===== src/rtl/debounced_logic_gate.sv =====
// Per-channel switch debouncer feeding a mode-selectable reduction gate.
// The gate result is registered onto the LED, with a one-cycle pulse on every LED change.
module debounced_logic_gate #(
    parameter int unsigned NUM_INPUTS     = 2,
    parameter int unsigned DEBOUNCE_LIMIT = 250000
) (
    input  logic                  i_Clk,
    input  logic                  i_Rst,
    input  logic [NUM_INPUTS-1:0] i_Switch,
    input  logic [1:0]            i_Mode,
    output logic [NUM_INPUTS-1:0] o_Switch_Db,
    output logic                  o_LED,
    output logic                  o_Toggle
);

    localparam int unsigned CntW = $clog2(DEBOUNCE_LIMIT + 1);
    localparam logic [CntW-1:0] CntLast = CntW'(DEBOUNCE_LIMIT - 1);

    logic [NUM_INPUTS-1:0] db;

    for (genvar n = 0; n < NUM_INPUTS; n++) begin : g_chan
        logic [CntW-1:0] cnt_q, cnt_d;
        logic            db_q, db_d;

        // Counter clears whenever input agrees with the debounced level, so a glitch restarts it.
        always_comb begin
            cnt_d = '0;
            db_d  = db_q;
            if (i_Switch[n] != db_q) begin
                if (cnt_q == CntLast) begin
                    db_d = i_Switch[n];
                end else begin
                    cnt_d = cnt_q + 1'b1;
                end
            end
        end

        always_ff @(posedge i_Clk) begin
            if (i_Rst) begin
                cnt_q <= '0;
                db_q  <= 1'b0;
            end else begin
                cnt_q <= cnt_d;
                db_q  <= db_d;
            end
        end

        assign db[n] = db_q;
    end

    logic gate_d;
    logic led_q, toggle_q, first_q;

    always_comb begin
        gate_d = 1'b0;
        unique case (i_Mode)
            2'b00: gate_d = &db;
            2'b01: gate_d = |db;
            2'b10: gate_d = ^db;
            2'b11: gate_d = ~&db;
        endcase
    end

    // first_q masks the pulse from the initial post-reset evaluation (e.g. NAND -> 1).
    always_ff @(posedge i_Clk) begin
        if (i_Rst) begin
            led_q    <= 1'b0;
            toggle_q <= 1'b0;
            first_q  <= 1'b1;
        end else begin
            led_q    <= gate_d;
            toggle_q <= (gate_d != led_q) && !first_q;
            first_q  <= 1'b0;
        end
    end

    assign o_Switch_Db = db;
    assign o_LED       = led_q;
    assign o_Toggle    = toggle_q;

endmodule


===== config.mk =====
export PLATFORM = sky130hd
export DESIGN_NAME = debounced_logic_gate
export DESIGN_NICKNAME = d
export VERILOG_FILES = /design/src/rtl/debounced_logic_gate.sv
export SDC_FILE = /design/constraint.sdc
export NUM_CORES = 1
export LEC_CHECK = 0
export ABC_AREA = 1
export BUFFER_PORTS_ARGS = -buffer_cell sky130_fd_sc_hd__buf_2
export CAP_MARGIN = 40
export CORE_ASPECT_RATIO = 2
export CORE_MARGIN = 4
export CORE_UTILIZATION = 65
export CTS_CLUSTER_SIZE = 16
export DETAILED_ROUTE_END_ITERATION = 12
export GPL_ROUTABILITY_DRIVEN = 0
export PLACE_DENSITY = 0.8
export SLEW_MARGIN = 30
export SYNTH_ARGS = -nofsm -noshare
export SYNTH_HDL_FRONTEND = slang
export SYNTH_SLANG_ARGS = --single-unit

===== constraint.sdc =====
create_clock -name i_Clk -period 4.39 [get_ports i_Clk]
set_clock_uncertainty 0.2 [all_clocks]
set_input_delay 1.317 -clock i_Clk [delete_from_list [all_inputs] [get_ports i_Clk]]
set_output_delay 1.317 -clock i_Clk [all_outputs]
set_load 0.02 [all_outputs]

Yosys cells after proc, flatten, opt, wreduce, memory -nomap -nowiden
Cells that the tools add are included.
- eq/ne operators: 8
- add/sub/neg operators: 2
- reduce and logical (&&, ||, !) cells: 11
- muxes and demuxes: 2
- bitwise operators: 2
- operators with widths (cell ; number):
    18-bit by 1-bit adder with 18-bit output (second input constant) ; 2
    18-bit equality test (second input constant) ; 2
    2-bit AND reduction ; 3
    3-bit OR reduction ; 2
    2-bit equality test (second input constant) ; 2
    1-bit case mux with 4 select lines ; 1
    1-bit != test ; 3
    2-bit by 1-bit equality test with 1-bit output (second input constant) ; 1
    1-bit logical NOT ; 2
    2-bit logical NOT ; 1
    1-bit inverter ; 2
    2-bit OR reduction ; 1
    2-bit parity ; 1
    1-bit logical AND ; 1
    1-bit two-way mux ; 1
- register bits: 41
- word-level logic and storage cells: 32
- output and inout port bits: 4

Longest topological paths before layout
- word-level depth: 5
- mapped depth: 9
- depth with buffers taken out: 8

Worst setup path before layout
Ideal clock, no wire load.
- kind: input to register
- start point: input port i_Rst
- end point: register g_chan[1].cnt_q[15]
- path slack: 2.149 ns
- stages on the path: 6
- arrival time: 1.971 ns
- required time: 4.120 ns
- path through: inv_1 o21ai_0 a21oi_1 nand2_4 buf_6 a21oi_1
- cells in the longest elaborated chain, start to end: 1
- ends and longest elaborated chain (what ; line ; RTL):
    from (decl) ; 8 ; input logic i_Rst,
    3-bit OR reduction (no source line) ; -- ;
    to (signal assigned) ; 43 ; cnt_q <= cnt_d;
    to (decl) ; 22 ; logic [CntW-1:0] cnt_q, cnt_d;
No other way between the ends.
A chain may end at the register's enable or synchronous reset.

Worst setup path after layout
- start point: register g_chan[0].db_q
- end point: output port o_Switch_Db[0]
- RTL lines (what ; line ; RTL):
    from (decl) ; 23 ; logic db_q, db_d;
    from (signal assigned) ; 41 ; db_q <= 1'b0;
    from (signal assigned) ; 44 ; db_q <= db_d;
    to (decl) ; 11 ; output logic [NUM_INPUTS-1:0] o_Switch_Db,
No word-level cell between the ends.

==> results.md <==
- I/O pins: 10
- GR Overflow Total: 0
- Vias in the first global route: between 1.5k and 2k
- Pre-antenna DRT Iters: 4
- Hold WS: approximately 0.27 ns
- Initial core utilization: 67.3%
- CTS tree: yes
- P_leak: 0.773 nW
- Layout cell share with drive strength beyond 1: 12.9%
- Count of different cell masters after synthesis: 24
- Sink Count: 41
- Hold-fix buffers, CTS: 0
- Placed Instances: 340
- Slowest CP cell: dfxtp_1
- Peak VDD IR: ~0.00029 V
- IO Port Bufs: 9
- RSZ-0062 raised after global routing: no
- Global-route wire length before repair: 7630 um
- Commonest non-fill, non-tap cells in the layout: 70 x nand2_1, 53 x nor2_1, 41 x dfxtp_1
- Mapped cell area: between 2000 and 2500 sq um
- Largest stage delay on the critical path: 0.43 ns
- Antenna cells: 0
- WL per Instance: 12.1 um
- Worst-margin pin slew: 0.286 ns
- Postcts setup bufs: 0
- Setup_tns: 0 ns
- Most common cell after layout, fill and taps aside: nand2_1
- Fin crit share: 55.6%
- Crit-path max FO: 5
- Critical R2R Launch: g_chan[0].cnt_q[0]
- Max Cap Viol: 0
- HPWL Detailed: 3270 um
- DRC viols: 0
- Clock root buffer: clkbuf_8
- Min Tclk post-route: 2.44 ns
- Worst endpoint required time: 2.87 ns
- # rows: 29
- GRT Overall Usage: 22.6%
- Setup Viol. Count Final: 0
- Die H: 88.9 um
- Dominant cell type by area after synthesis: dfxtp_1
- CP Data Arrival Time: 0.92 ns
- Yosys warnings: 0
- CTS clock-pin slew for the worst setup and hold paths: approximately 0.080 ns
- Largest net degree at the start of global routing: 19
- Yosys reg bits: between 40 and 50
- Core area: 3160 sq um
- CTS max path bufs: 2
- Hold crit path type: register to register
- Syn_area_per_cell: 6.99 sq um
- Final nets: 326
- Cts repair resizes: 0
- CP Capture Type: primary output
- Outcome: finished clean
- Critical Path, Cell by Cell: buf_2
- CTS buffer count: 5
- CP startpoint kind: register
- Fill cell count: between 200 and 300
- Syn Nets: 314
- Starting DRT DRC Count: 28
- Via density: about 5.3
- Die area: 4300 sq um
- Fin. max-slew vios: 0
- Cell count after synthesis: 304
- Sequential cell area fraction in the yosys report: 38.6%
- CTS H-Tree Depth: 2
- Final non-filler cell total: around 350
- Pre-CTS setup slack: 1.94 ns
- Power density over the cells: 311 nW/um^2
- Crit-path leading delay family: flip-flops
- Multi-input logic area: 1120 sq um
- Setup crit start: g_chan[0].db_q
- Area growth from synthesis to layout: 7.24%
- Vias: around 1.8k
- ANT nets after route: 0
- Clk_lat worst skew: 0.29 ns
- Storage cell area: 821 sq um
- Hold violation total from the final report: 0
- Fmax: 410 MHz
- Worst Path Buf+Inv: 1
- Top cell type's share of synthesized area: 38.6%
- WS Path Type: register to primary output
- Post-Route WL: ~4200 um
- Worst slew margin: 80.7%
- Die width: 48.4 um
- Top post-synthesis cells by area: dfxtp_1 39%, nand2_1 12%, nor2_1 9.4%
- PnR worst setup slack: 1.95 ns
- HP Start: first_q
- Antenna violations before repair: 0
[per-layer routing]
metal  routed length [um]  part of all wire [%]  up-vias  global-route usage [%]
met5                    0                     0        -                       0
met4                  124                   3.0        0                    13.6
met3                   65                   1.5       10                    4.38
met2                 2600                    62       16                    47.1
met1                 1400                    33      845                    18.0
li1                     -                     -      964                       -
[cells by family (layout without fill, tap and decap cells)]
group	after synthesis	in the layout	synth area share, %
fa+ha+maj	4	4	2.35
flops	41	41	38.6
xor+xnor	14	14	5.77
simple gates	172	172	36.8
compound gates	32	32	7.77
buf+inv	41	54	8.71
[worst min-delay path, stage by stage, from the launching register on]
cell and delay (ns):
dfxtp_1 0.31, nor2_1 0.04, nand2_1 0.05, nor2_1 0.03
[final timing paths]
check,depth (start not counted),slack [ns],to
worst max-delay path,1,1.95,o_Switch_Db[0]
worst min-delay path,3,0.27,o_Toggle
worst max register to register,8,2.61,g_chan[0].cnt_q[15]
worst min register to register,3,0.27,o_Toggle
[area by class of cell]
class                           count  area share, %
Sequential cell                    41           36.0
Inverter                           37           6.09
Tap cell                           31           1.70
Clock buffer                        7           3.79
Timing Repair Buffer                9           1.98
Clock inverter                      1           1.32
Multi-Input combinational cell    222           49.1
[registers in the layout, summed over array words and instances, names as in the netlist]
signal / flops
g_chan.db_q: 2
o_LED: 1
g_chan.cnt_q: 36
o_Toggle: 1
first_q: 1
[synthesized netlist by cell type, drive strengths merged]
cell and n:
a21oi 19, buf 4, dfxtp 41, ha 4
inv 37, nand2 78, nand3 16, nand3b 1
nand4 4, nor2 69, nor3 2, o211ai 1
o21ai 11, o21bai 1, or2 2, xnor2 2
xor2 12
[where the power goes]
group / switching (W) / leakage, nW / internal (W) / total, W
clock network: 0.000126 / 0.0585 / 0.000185 / 0.000311
logic: 0.0000141 / 0.383 / 0.00000668 / 0.0000208
registers: 0.00000272 / 0.331 / 0.000375 / 0.000378
total: 0.000142 / 0.773 / 0.000567 / 0.000709
[per-stage QoR]
step / cell area, sq um / util, % / power (W)
final: 2280 / 72.2 / 0.000709
after global routing: 2280 / 72.2 / 0.000739
after CTS: 2280 / 72.2 / 0.000720
after detailed placement: 2160 / 68.5 / 0.000408
after global placement: 2160 / 68.5 / 0.000407
after floorplan: 2130 / - / 0.000403
No activity file was read; power rests on OpenSTA's default activity.
